### config.mk
export PLATFORM = sky130hd
export DESIGN_NAME = traffic_intersection_ctrl_flat
export DESIGN_NICKNAME = d
export VERILOG_FILES = /design/src/rtl/traffic_intersection_ctrl_if.sv /design/src/rtl/traffic_intersection_ctrl.sv /design/src/flat_wrapper.sv
export SDC_FILE = /design/constraint.sdc
export NUM_CORES = 1
export LEC_CHECK = 0
export CORE_UTILIZATION = 40
export CTS_CLUSTER_DIAMETER = 30
export DETAILED_ROUTE_END_ITERATION = 8
export PLACE_DENSITY = 0.64
export SYNTH_ARGS = -nofsm -noshare
export SYNTH_HDL_FRONTEND = slang
export SYNTH_SLANG_ARGS = --single-unit
### constraint.sdc
create_clock -name clk -period 4.05 [get_ports clk]
set_clock_uncertainty 0.1 [all_clocks]
set_input_delay 0.405 -clock clk [delete_from_list [all_inputs] [get_ports clk]]
set_output_delay 0.405 -clock clk [all_outputs]
set_load 0.1 [all_outputs]
### src/rtl/traffic_intersection_ctrl_if.sv
// Signal bundle between the intersection controller and its surroundings:
// timebase strobe and request inputs in, lamp drives and status out.
interface traffic_intersection_ctrl_if;
  logic       tick;
  logic       ew_sensor;
  logic       ped_req;
  logic [2:0] ns_light;
  logic [2:0] ew_light;
  logic       ped_walk;
  logic       ped_wait;
  logic [2:0] phase;

  modport master (
    output tick, ew_sensor, ped_req,
    input  ns_light, ew_light, ped_walk, ped_wait, phase
  );

  modport slave (
    input  tick, ew_sensor, ped_req,
    output ns_light, ew_light, ped_walk, ped_wait, phase
  );
endinterface

### src/rtl/traffic_intersection_ctrl.sv
// Two-road intersection controller: NS main road, EW side road, pedestrian
// walk phase. Timed phases are paced by the tick strobe; lamps are decoded
// from the state register only.
module traffic_intersection_ctrl #(
  parameter int NS_MIN   = 8,
  parameter int EW_GREEN = 6,
  parameter int YELLOW   = 3,
  parameter int ALLRED   = 2,
  parameter int PED      = 5
) (
  input  logic                         clk,
  input  logic                         rst,
  traffic_intersection_ctrl_if.slave   bus
);

  localparam logic [2:0] S_NSG  = 3'd0;
  localparam logic [2:0] S_NSY  = 3'd1;
  localparam logic [2:0] S_AR1  = 3'd2;
  localparam logic [2:0] S_EWG  = 3'd3;
  localparam logic [2:0] S_EWY  = 3'd4;
  localparam logic [2:0] S_AR2  = 3'd5;
  localparam logic [2:0] S_PEDW = 3'd6;

  localparam logic [2:0] L_RED    = 3'b100;
  localparam logic [2:0] L_GREEN  = 3'b010;
  localparam logic [2:0] L_YELLOW = 3'b001;

  // Last counter value of each timed phase (duration minus one).
  localparam logic [7:0] NS_LAST  = 8'(NS_MIN - 1);
  localparam logic [7:0] EWG_LAST = 8'(EW_GREEN - 1);
  localparam logic [7:0] Y_LAST   = 8'(YELLOW - 1);
  localparam logic [7:0] AR_LAST  = 8'(ALLRED - 1);
  localparam logic [7:0] PED_LAST = 8'(PED - 1);

  logic [2:0] state_q, state_d;
  logic [7:0] cnt_q, cnt_d;
  logic       ew_pend_q, ew_pend_d;
  logic       ped_pend_q, ped_pend_d;

  logic [2:0] ns_light;
  logic [2:0] ew_light;
  logic       ped_walk;

  // Next-state selection: each timed phase leaves on the tick that ends it.
  always_comb begin
    state_d = state_q;
    case (state_q)
      S_NSG: begin
        if (bus.tick && (cnt_q >= NS_LAST) && (ew_pend_q || ped_pend_q)) state_d = S_NSY;
        else state_d = S_NSG;
      end
      S_NSY: begin
        if (bus.tick && (cnt_q == Y_LAST)) state_d = S_AR1;
        else state_d = S_NSY;
      end
      S_AR1: begin
        // Pedestrians are served ahead of a waiting EW car.
        if (bus.tick && (cnt_q == AR_LAST)) state_d = ped_pend_q ? S_PEDW : S_EWG;
        else state_d = S_AR1;
      end
      S_EWG: begin
        if (bus.tick && (cnt_q == EWG_LAST)) state_d = S_EWY;
        else state_d = S_EWG;
      end
      S_EWY: begin
        if (bus.tick && (cnt_q == Y_LAST)) state_d = S_AR2;
        else state_d = S_EWY;
      end
      S_AR2: begin
        if (bus.tick && (cnt_q == AR_LAST)) state_d = S_NSG;
        else state_d = S_AR2;
      end
      S_PEDW: begin
        // Both heads are already red, so EW green may follow without clearance.
        if (bus.tick && (cnt_q == PED_LAST)) state_d = ew_pend_q ? S_EWG : S_NSG;
        else state_d = S_PEDW;
      end
      default: state_d = S_AR2;
    endcase
  end

  // Phase tick counter: restarts on each state change, saturates in NS green.
  always_comb begin
    cnt_d = cnt_q;
    if (state_d != state_q) begin
      cnt_d = 8'd0;
    end else if (bus.tick) begin
      if (state_q == S_NSG) cnt_d = (cnt_q < NS_LAST) ? (cnt_q + 8'd1) : cnt_q;
      else cnt_d = cnt_q + 8'd1;
    end else begin
      cnt_d = cnt_q;
    end
  end

  // Request latches: a single-cycle level registers; entering the served phase clears.
  always_comb begin
    ew_pend_d  = ew_pend_q;
    ped_pend_d = ped_pend_q;
    if ((state_d == S_EWG) && (state_q != S_EWG)) ew_pend_d = 1'b0;
    else if (bus.ew_sensor && (state_q != S_EWG)) ew_pend_d = 1'b1;
    else ew_pend_d = ew_pend_q;
    if ((state_d == S_PEDW) && (state_q != S_PEDW)) ped_pend_d = 1'b0;
    else if (bus.ped_req && (state_q != S_PEDW)) ped_pend_d = 1'b1;
    else ped_pend_d = ped_pend_q;
  end

  // State, counter and latch registers with synchronous reset into all-red.
  always_ff @(posedge clk) begin
    if (rst) begin
      state_q    <= S_AR2;
      cnt_q      <= 8'd0;
      ew_pend_q  <= 1'b0;
      ped_pend_q <= 1'b0;
    end else begin
      state_q    <= state_d;
      cnt_q      <= cnt_d;
      ew_pend_q  <= ew_pend_d;
      ped_pend_q <= ped_pend_d;
    end
  end

  // Moore lamp decode; any unknown code shows red on both heads.
  always_comb begin
    ns_light = L_RED;
    ew_light = L_RED;
    ped_walk = 1'b0;
    case (state_q)
      S_NSG:   ns_light = L_GREEN;
      S_NSY:   ns_light = L_YELLOW;
      S_EWG:   ew_light = L_GREEN;
      S_EWY:   ew_light = L_YELLOW;
      S_PEDW:  ped_walk = 1'b1;
      default: begin
        ns_light = L_RED;
        ew_light = L_RED;
        ped_walk = 1'b0;
      end
    endcase
  end

  assign bus.ns_light = ns_light;
  assign bus.ew_light = ew_light;
  assign bus.ped_walk = ped_walk;
  assign bus.ped_wait = ped_pend_q;
  assign bus.phase    = state_q;

endmodule

### src/flat_wrapper.sv
// flat-port wrapper written by rule: the top's interface ports become plain ports
module traffic_intersection_ctrl_flat 
#(
  parameter int NS_MIN   = 8,
  parameter int EW_GREEN = 6,
  parameter int YELLOW   = 3,
  parameter int ALLRED   = 2,
  parameter int PED      = 5
)
  (clk, rst, bus_tick, bus_ew_sensor, bus_ped_req, bus_ns_light, bus_ew_light, bus_ped_walk, bus_ped_wait, bus_phase);
  traffic_intersection_ctrl_if bus_i ();
  input  logic clk;
  input  logic rst;
  input wire logic [$bits(bus_i.tick)-1:0] bus_tick;
  input wire logic [$bits(bus_i.ew_sensor)-1:0] bus_ew_sensor;
  input wire logic [$bits(bus_i.ped_req)-1:0] bus_ped_req;
  output wire logic [$bits(bus_i.ns_light)-1:0] bus_ns_light;
  output wire logic [$bits(bus_i.ew_light)-1:0] bus_ew_light;
  output wire logic [$bits(bus_i.ped_walk)-1:0] bus_ped_walk;
  output wire logic [$bits(bus_i.ped_wait)-1:0] bus_ped_wait;
  output wire logic [$bits(bus_i.phase)-1:0] bus_phase;
  assign bus_i.tick = bus_tick;
  assign bus_i.ew_sensor = bus_ew_sensor;
  assign bus_i.ped_req = bus_ped_req;
  assign bus_ns_light = bus_i.ns_light;
  assign bus_ew_light = bus_i.ew_light;
  assign bus_ped_walk = bus_i.ped_walk;
  assign bus_ped_wait = bus_i.ped_wait;
  assign bus_phase = bus_i.phase;
  traffic_intersection_ctrl #(.NS_MIN(NS_MIN), .EW_GREEN(EW_GREEN), .YELLOW(YELLOW), .ALLRED(ALLRED), .PED(PED)) u_core (.clk(clk), .rst(rst), .bus(bus_i));
endmodule
**Word-level counts from Yosys, hierarchy flattened**

Cells that the tools add are included.

- Bits in registers: 13
- Bits in latches: 0
- Bits in writable memories: 0
- ROM bits: 0
- Input bits: 5
- Output and inout bits: 11
- Logic and storage cells: 54
- Memories: 0

- Add/subtract/negate cells: 1
- $mul: 0
- Div/mod/pow operators: 0
- Order comparisons: 2
- Equal/unequal tests: 16
- Shift operators: 0
- Mux-type cells: 15
- Bitwise logic cells: 0
- Reduce and logical (&&, ||, !) cells: 16

Operator list:

| cell | number |
|---|---|
| $pmux 3 s7 | 1 |
| $eq 8x3->1 const B | 2 |
| $mux 8 | 2 |
| $mux 3 | 5 |
| $eq 3x3->1 const B | 4 |
| $pmux 3 s2 | 2 |
| $logic_and 1x1->1 | 10 |
| $eq 3x2->1 const B | 3 |
| $add 8x1->8 const B | 1 |
| $eq 8x1->1 const B | 1 |
| $eq 8x2->1 const B | 1 |
| $ge 8x3->1 const B | 1 |
| $lt 8x3->1 const B | 1 |
| $reduce_or 2->1 | 3 |
| $mux 2 | 2 |
| $eq 3x1->1 const B | 1 |
| $logic_not 3->1 | 1 |
| $mux 1 | 3 |
| $ne 3x2->1 const B | 1 |
| $ne 3x3->1 | 1 |
| $ne 3x3->1 const B | 1 |
| $ne 2x2->1 const B | 1 |
| $reduce_and 2->1 | 1 |
| $logic_or 1x1->1 | 1 |

**Logic depth before layout (Yosys ltp)**

Gate-level depths: netlist of the first run.

- Depth in word-level cells: 8
- Depth in mapped cells: 9
- Depth with buffers taken out: 7

**Worst setup path before layout of the first run**

OpenSTA, ideal clock, no wires.

- Kind: register to output
- Start point: register u_core.state_q[2] (netlist: u_core.bus.phase[2])
- End point: output bus_ew_light[2]
- Arrival: 5.131 ns
- Data required time: 3.545 ns
- Slack: -1.586 ns
- Stages on the path, launching flop included: 5
- Path buffers: 2
- Cells stage by stage: dfxtp_1 clkbuf_1 clkbuf_1 nor3b_1 nor2_1

- Word-level cells in the longest chain between the ends: 2
- Elaborated cells between the ends (all ways): 3
- Those cells by class: eq/ne: 2; mux: 1

Ends and longest elaborated chain:

| item | line | source |
|---|---|---|
| start, declared | traffic_intersection_ctrl.sv:35 | `logic [2:0] state_q, state_d;` |
| start signal, assigned | traffic_intersection_ctrl.sv:115 | `state_q <= state_d;` |
| $eq 3x3->1 or $eq 3x2->1 (tied branches) | traffic_intersection_ctrl.sv:127 | `case (state_q)` |
| $pmux 3 s2 (*) | traffic_intersection_ctrl.sv:127 |  |
| end, declared | flat_wrapper.sv:18 | `output wire logic [$bits(bus_i.ew_light)-1:0] bus_ew_light;` |

Mark *: on every way between the ends. The rest lies on a longest branch, timed or not.

**Worst setup path after layout of the first run**

Ends and elaborated chain as after synthesis.

==> results of run 1 <==
-- routing by layer --
metal / wire length (um) / track usage (%)
met3: 203 / 3.19
met5: 0 / 0
met4: 48 / 10.1
met1: 1270 / 31.5
met2: 1170 / 31.4
-- final cells by class --
cell class	instances	share of cell area, %
inverters	9	2.77
well taps	28	2.87
flip-flops and latches	13	21.4
repair buffers	16	12.9
multi-input cells	99	57.9
clock buffers	4	2.16
-- worst register-to-register path, stage by stage, from the launching register on --
cell	delay, ns
sky130_fd_sc_hd__dfxtp_1	0.42
sky130_fd_sc_hd__nor4b_2	0.64
sky130_fd_sc_hd__and2_1	0.29
sky130_fd_sc_hd__a21oi_1	0.13
sky130_fd_sc_hd__o41ai_2	0.70
sky130_fd_sc_hd__a211oi_1	0.18
-- power by group through the flow --
stage | Clock, mW | Sequential [mW] | Combinational, mW
after CTS | 0.0815 | 0.173 | 0.286
after detailed placement | 0 | 0.176 | 0.285
after global routing | 0.0889 | 0.178 | 0.304
final | 0.0803 | 0.174 | 0.289
after floorplan | 0 | 0.198 | 0.202
after global placement | 0 | 0.176 | 0.284
-- kinds of logic after synthesis --
group           after synthesis
simple gates                 52
compound gates               35
buf+inv                      18
flops                        13
xor+xnor                      7
fa+ha+maj                     4
mux                           1
-- final timing paths --
kind                                          from                          endpoint  slack, ns  cells past startpoint
hold reg to reg   u_core.bus.ped_wait$_SDFFE_PP0P_  u_core.bus.ped_wait$_SDFFE_PP0P_       0.47                      2
setup reg to reg      u_core.cnt_q[6]$_SDFFE_PP0P_      u_core.cnt_q[6]$_SDFFE_PP0P_       1.46                      5
setup / recovery    u_core.bus.phase[2]$_SDFF_PP1_                   bus_ew_light[2]       0.97                      4
hold / removal    u_core.bus.ped_wait$_SDFFE_PP0P_  u_core.bus.ped_wait$_SDFFE_PP0P_       0.47                      2
-- state kept, by name, indices dropped and copies added, names as in the netlist --
register and count:
u_core.cnt_q 8, u_core.bus.phase 3, u_core.bus.ped_wait 1, u_core.ew_pend_q 1
-- metrics by stage --
step | hold WS (ns) | cells | total power, mW
global route | 0.548 | 169 | 0.571
CTS | 0.464 | 169 | 0.541
detailed placement | 0.448 | 165 | 0.461
finish | 0.474 | 169 | 0.543
global placement | 0.453 | 165 | 0.461
floorplan | 0.374 | 130 | 0.400
-- placed cells by master (no fill, tap or decap), types with 2 or more instances in the layout --
cell,synthesis,routed
sky130_fd_sc_hd__clkdlybuf4s50_1,0,15
sky130_fd_sc_hd__dfxtp_1,13,13
sky130_fd_sc_hd__inv_1,9,9
sky130_fd_sc_hd__a21oi_1,9,9
sky130_fd_sc_hd__a211oi_1,9,9
sky130_fd_sc_hd__nand2_1,8,8
sky130_fd_sc_hd__nor2_1,7,7
sky130_fd_sc_hd__nand3_1,7,7
sky130_fd_sc_hd__nand4_1,5,5
sky130_fd_sc_hd__nor3_1,5,5
sky130_fd_sc_hd__xnor2_1,5,5
sky130_fd_sc_hd__a31oi_1,4,4
sky130_fd_sc_hd__ha_1,4,4
sky130_fd_sc_hd__o21ai_0,3,3
sky130_fd_sc_hd__and2_1,3,3
sky130_fd_sc_hd__nor4_1,3,3
sky130_fd_sc_hd__clkbuf_4,0,3
sky130_fd_sc_hd__nor2b_1,2,2
sky130_fd_sc_hd__xor2_1,2,2
sky130_fd_sc_hd__nand4b_1,2,2
sky130_fd_sc_hd__a41o_1,2,2
sky130_fd_sc_hd__o211ai_1,2,2
==> reports/qor.tcl, run 1 <==
set qor(status) {completed}
set qor(area_growth_pct) 19.1
set qor(drive_gt1_share_pct) 7.80
set qor(dpl-instance-area_mm2) 0.00119
set qor(maximum_buffer_depth_of_the_clock_tree) 2
set qor(muxShareOfSynthArea_pct) 0.978
set qor(cts_htree_levels) 1
set qor(post_synthesis_sequential_element_count) 13
set qor(seq_area_um2) 260
set qor(warnings_synthesis) 0
set qor(critical_path.max_stage_delay_ns) 1.14
set qor(post-route-min-period_ns) 3.08
set qor(final_cell_area_mm2) 0.00122
set qor(seq_area_frac_synth_pct) 25.4
set qor(synth_fa_ha_area_share_pct) 4.89
set qor(place.port_buffers) 15
set qor(portion_of_the_clock_cycle_consumed_by_the_worst_path_in_the_final_layout_pct) 76.2
set qor(synth_compound_gate_area_share_pct) 26.2
set qor(tritoncts_clock_tree) {built}
set qor(syn-num-nets) 139
set qor(tritoncts.num_buffers) 3
set qor(synth.most_common_cell) {sky130_fd_sc_hd__dfxtp_1}
set qor(synth_top_area_share_pct) 25.4
set qor(comb_power_share_pct) 53.2
set qor(async_flop_share_pct) 0
set qor(setup-violations-final) 0
set qor(synth_simple_gate_area_share_pct) 29.8
set qor(grt_max_degree) 20
set qor(design.die.area_mm2) 0.00277
set qor(syn_inst) 130
set qor(total_leakage_power_nw) 0.426
set qor(synth_top_family_by_area) {simple AND/OR/NAND/NOR gates}
set qor(worst_pin_slew_ns) 0.967
set qor(total_negative_slack_ns) 0
set qor(worst_ep_required_time_ns) 3.54
set qor(multi_input_comb_area_um2) 706
set qor(clk_pin_slew_worst_paths_ns) 0.08
set qor(drt-vias-per-instance) 6.22
set qor(clock_tree.root_cell) {sky130_fd_sc_hd__clkbuf_4}
set qor(antenna_cells_inserted) 0
set qor(synthTopCellsByCount) {sky130_fd_sc_hd__dfxtp_1, sky130_fd_sc_hd__a211oi_1, sky130_fd_sc_hd__a21oi_1, sky130_fd_sc_hd__inv_1}
set qor(syn_area_mm2) 0.00102
set qor(worst_slew_margin_rel_pct) 35.3
set qor(layout.filler_cells) 232
set qor(initial_antenna_violation_count) 0
set qor(core_region_area_mm2) 0.00232
set qor(pwr_density_cell_mw_per_mm2) 445
set qor(library_cell_with_the_largest_summed_area_after_synthesis) {sky130_fd_sc_hd__dfxtp_1}
set qor(finalNetCount) 151
set qor(die-width_um) 52.6
set qor(grt_pass1_wl_mm) 4.49
set qor(power.internal_mw) 0.258
set qor(grt_setup_unrepaired) {no}
set qor(path_max_fanout) 19
set qor(crit_arrival_ns) 2.58
set qor(hold_path.class) {flop to flop}
set qor(grt-ovfl-total) 0
set qor(setup.worst_path.start_class) {flop}
set qor(post_cts_resized) 0
set qor(detailed_place_hpwl_mm) 2.02
set qor(worstPathCellList) {nand3b_1 > inv_1 > nor2_1 > clkdlybuf4s50_1}
set qor(worst_skew_pair.late_latency_ns) 0.28
set qor(totalWireLength_mm) 2.69
set qor(post-cts-setup-buffers) 0
set qor(critical_path_buf_inv_count) 2
set qor(crit_type) {flop to output pin}
set qor(grt_usage_pct) 21.9
set qor(crit_family) {buffers and inverters}
set qor(finalMaxSlewViolations) 0
set qor(start_util_pct) 44.1
set qor(first_pass_iters) 4
set qor(switching_share_pct) 52.5
set qor(clockPowerShare_pct) 14.8
set qor(std_cell_rows) 17
set qor(gp_routability_congestion) 0.960
set qor(cts_hold_repair.buffers) 0
set qor(drt_drc_violations_left) 0
set qor(synth-edff-count) 0
set qor(ios) 16
set qor(fin_util_pct) 52.6
set qor(post_synth.cell_area_avg_um2) 7.87
set qor(maxCapViolations) 0
set qor(dp_slack_ns) 1.10
set qor(cp-end-kind) {output pin}
set qor(ant_nets) 0
set qor(p_switching_mw) 0.285
set qor(post_synth_xor_area_fraction_pct) 5.99
set qor(via_count_of_the_first_global_routing_pass) 977
set qor(vdd_ir_drop_max_v) 0.000313
set qor(die_height_um) 52.6
set qor(power.share.sequential_pct) 32.0
set qor(maximum_frequency_from_static_timing_analysis_mhz) 324
set qor(cts.sink_count) 13
set qor(wl_per_instance_um) 15.9
set qor(drt_initial_violations) 66
set qor(hold_violation_count_in_the_final_report) 0
set qor(synth_ff_type) {sky130_fd_sc_hd__dfxtp_1}
set qor(synth_area_leaders) {sky130_fd_sc_hd__dfxtp_1, sky130_fd_sc_hd__a211oi_1, sky130_fd_sc_hd__ha_1}
set qor(crit_path_top_delay_cell) {sky130_fd_sc_hd__clkdlybuf4s50_1}
set qor(vias) 1052
set qor(ys_types) 39
set qor(final.setup.worst_slack_ns) 0.965
Note: power is estimated with default switching activity, not from simulation.
==> run 2: changes to the inputs <==
clock period = 3.1 ns   (was 4.05 ns; I/O delays follow)
==> run 2 against run 1 <==
Effect of this change:
- critical path depth is 1 higher
- worst hold slack better by 0.0057 ns
- count of clock-buffer cells in the layout stayed put
- cell count is 1.2% higher
- sequential cell count stayed put
- sequential power is 31% higher
- design area is 0.10% lower
- via count is 0.29% higher
- first-iteration DRC count is 4.5% lower
- non-clock buffer count is 2 higher
==> reports/qor.tcl, run 2 (synthesized netlist as in run 1, its figures left out) <==
set qor(status) {completed}
set qor(largest_reg_flops) 8 ;# unchanged
set qor(portion_of_the_clock_cycle_consumed_by_the_worst_path_in_the_final_layout_pct) 79.7
set qor(ant_nets) 0 ;# unchanged
set qor(place.port_buffers) 15 ;# unchanged
set qor(worst_slew_margin_rel_pct) 61.0 ;# +26 points
set qor(critical_path_buf_inv_count) 0 ;# -2
set qor(crit_path_top_delay_cell) {sky130_fd_sc_hd__or4_1}
set qor(clock_tree.root_cell) {sky130_fd_sc_hd__clkbuf_4}
set qor(post-route-min-period_ns) 2.47
set qor(pwr_density_cell_mw_per_mm2) 594 ;# +33%
set qor(final_common_cell) {sky130_fd_sc_hd__buf_4}
set qor(antenna_cells_inserted) 0 ;# unchanged
set qor(setup-violations-final) 0 ;# unchanged
set qor(layout.filler_cells) 221 ;# -4.7%
set qor(crit_family) {simple AND/OR/NAND/NOR gates}
set qor(total_leakage_power_nw) 0.451 ;# +5.9%
set qor(dp_slack_ns) 0.556 ;# -0.543 ns
set qor(max_flop_register) {u_core.cnt_q}
set qor(post_cts_resized) 0 ;# unchanged
set qor(post-cts-setup-buffers) 0 ;# unchanged
set qor(grt-ovfl-total) 0 ;# unchanged
set qor(drive_gt1_share_pct) 18.9 ;# +11 points
set qor(maximum_frequency_from_static_timing_analysis_mhz) 405
set qor(drt_drc_violations_left) 0 ;# unchanged
set qor(vdd_ir_drop_max_v) 0.000552 ;# +76%
set qor(grt_usage_pct) 21.7 ;# -0.21 points
set qor(via_count_of_the_first_global_routing_pass) 921 ;# -5.7%
set qor(total_negative_slack_ns) 0 ;# unchanged
set qor(path_max_fanout) 8 ;# -11
set qor(design.die.area_mm2) 0.00277 ;# unchanged
set qor(cts.sink_count) 13 ;# unchanged
set qor(hold_violation_count_in_the_final_report) 0 ;# unchanged
set qor(final.setup.worst_slack_ns) 0.629 ;# -0.336 ns
set qor(maximum_buffer_depth_of_the_clock_tree) 2 ;# unchanged
set qor(die-width_um) 52.6 ;# unchanged
set qor(crit_type) {flop to flop}
set qor(worst_skew_pair.late_latency_ns) 0.30 ;# +0.02 ns
set qor(totalWireLength_mm) 2.66 ;# -1.4%
set qor(worst_setup_slack_for_register_to_register_paths_ns) 0.63 ;# -0.83 ns
set qor(finalNetCount) 153 ;# +1.3%
set qor(drt-vias-per-instance) 6.17 ;# -0.89%
set qor(cts_hold_repair.buffers) 0 ;# unchanged
set qor(vias) 1055 ;# +0.29%
set qor(multi_input_comb_area_um2) 716 ;# +1.4%
set qor(worst_pin_slew_ns) 0.584 ;# -0.383 ns
set qor(detailed_place_hpwl_mm) 1.96 ;# -3.0%
set qor(cts_htree_levels) 1 ;# unchanged
set qor(clk_pin_slew_worst_paths_ns) 0.09 ;# about the same
set qor(core_region_area_mm2) 0.00232 ;# unchanged
set qor(hold_path.class) {flop to flop}
set qor(mostFrequentLayoutCells) {sky130_fd_sc_hd__buf_4, sky130_fd_sc_hd__dfxtp_1, sky130_fd_sc_hd__inv_1, sky130_fd_sc_hd__a21oi_1, sky130_fd_sc_hd__a211oi_1}
set qor(worst_ep_required_time_ns) 3.20 ;# -0.34 ns
set qor(crit_arrival_ns) 2.57 ;# about the same
set qor(cp-end-kind) {flop}
set qor(std_cell_rows) 17 ;# unchanged
set qor(tritoncts.num_buffers) 3 ;# unchanged
set qor(setup.worst_path.start_class) {flop}
set qor(die_height_um) 52.6 ;# unchanged
set qor(critical_path.max_stage_delay_ns) 0.64 ;# -0.50 ns
set qor(grt_setup_unrepaired) {no}
set qor(first_pass_iters) 4 ;# unchanged
set qor(wl_per_instance_um) 15.5 ;# -2.6%
set qor(maxCapViolations) 0 ;# unchanged
set qor(seq_area_um2) 262 ;# +0.48%
set qor(tritoncts_clock_tree) {built}
set qor(ios) 16 ;# unchanged
set qor(finalMaxSlewViolations) 0 ;# unchanged
set qor(area_growth_pct) 18.9
set qor(start_util_pct) 44.1 ;# unchanged
set qor(initial_antenna_violation_count) 0 ;# unchanged
set qor(grt_pass1_wl_mm) 4.35 ;# -3.1%
set qor(gp_routability_congestion) 0.996 ;# +3.8%
set qor(grt_max_degree) 20 ;# unchanged
set qor(drt_initial_violations) 63 ;# -4.5%
set qor(worstPathCellList) {or3_4 > a2111oi_4 > o31ai_2 > or4_1 > a211oi_1}
[run 2: changes by cell type in the layout (fill, tap and decap cells not counted)]
cell                              before  now
sky130_fd_sc_hd__buf_4                 1   14
sky130_fd_sc_hd__clkdlybuf4s50_1      15    4
sky130_fd_sc_hd__nor2_1                7    5
sky130_fd_sc_hd__dfxtp_1              13   12
sky130_fd_sc_hd__dfxtp_2               0    1
sky130_fd_sc_hd__nor2_2                0    1
sky130_fd_sc_hd__nor2_4                0    1
[run 2: worst register-to-register path, cell delays in order (launching register included)]
cell	delay (ns)
sky130_fd_sc_hd__dfxtp_1	0.37
sky130_fd_sc_hd__or3_4	0.43
sky130_fd_sc_hd__a2111oi_4	0.40
sky130_fd_sc_hd__o31ai_2	0.15
sky130_fd_sc_hd__or4_1	0.64
sky130_fd_sc_hd__a211oi_1	0.29
[run 2: layout make-up]
cell class              count  share of cell area, %
repair buffers             18                   11.9
well taps                  28                   2.88
multi-input cells          99                   58.8
inverters                   9                   2.77
clock buffers               4                   2.16
flip-flops and latches     13                   21.5
[run 2: final timing paths]
path | start | to | cells past startpoint
setup / recovery | u_core.cnt_q[5]$_SDFFE_PP0P_ | u_core.cnt_q[5]$_SDFFE_PP0P_ | 5
hold / removal | u_core.ew_pend_q$_SDFFE_PP0P_ | u_core.ew_pend_q$_SDFFE_PP0P_ | 2
setup reg to reg | u_core.cnt_q[5]$_SDFFE_PP0P_ | u_core.cnt_q[5]$_SDFFE_PP0P_ | 5
hold reg to reg | u_core.ew_pend_q$_SDFFE_PP0P_ | u_core.ew_pend_q$_SDFFE_PP0P_ | 2
[run 2: through the flow]
stage	util (%)	total power, mW	hold slack, ns	cell area, um2	instances
3_5_place_dp	51.4	0.607	0.453	1190	167
4_1_cts	52.5	0.721	0.473	1220	171
5_1_grt	52.5	0.750	0.507	1220	171
2_1_floorplan	-	0.530	0.279	1050	130
3_3_place_gp	51.4	0.607	0.511	1190	167
6_report	52.5	0.723	0.479	1220	171
[run 2: metal layers]
layer / vias to the layer above / track usage [%] / routed length, um
met3: 7 / 2.90 / 244
met2: 53 / 28.7 / 1120
met4: 0 / 10.1 / 61
met1: 479 / 33.3 / 1230
li1: 516 / - / -
met5: - / 0 / 0
[run 2: report_power, final]
group | switching, mW | internal (mW)
Clock | 0.0685 | 0.0502
Sequential | 0.0446 | 0.184
Combinational | 0.272 | 0.104
Total | 0.386 | 0.338
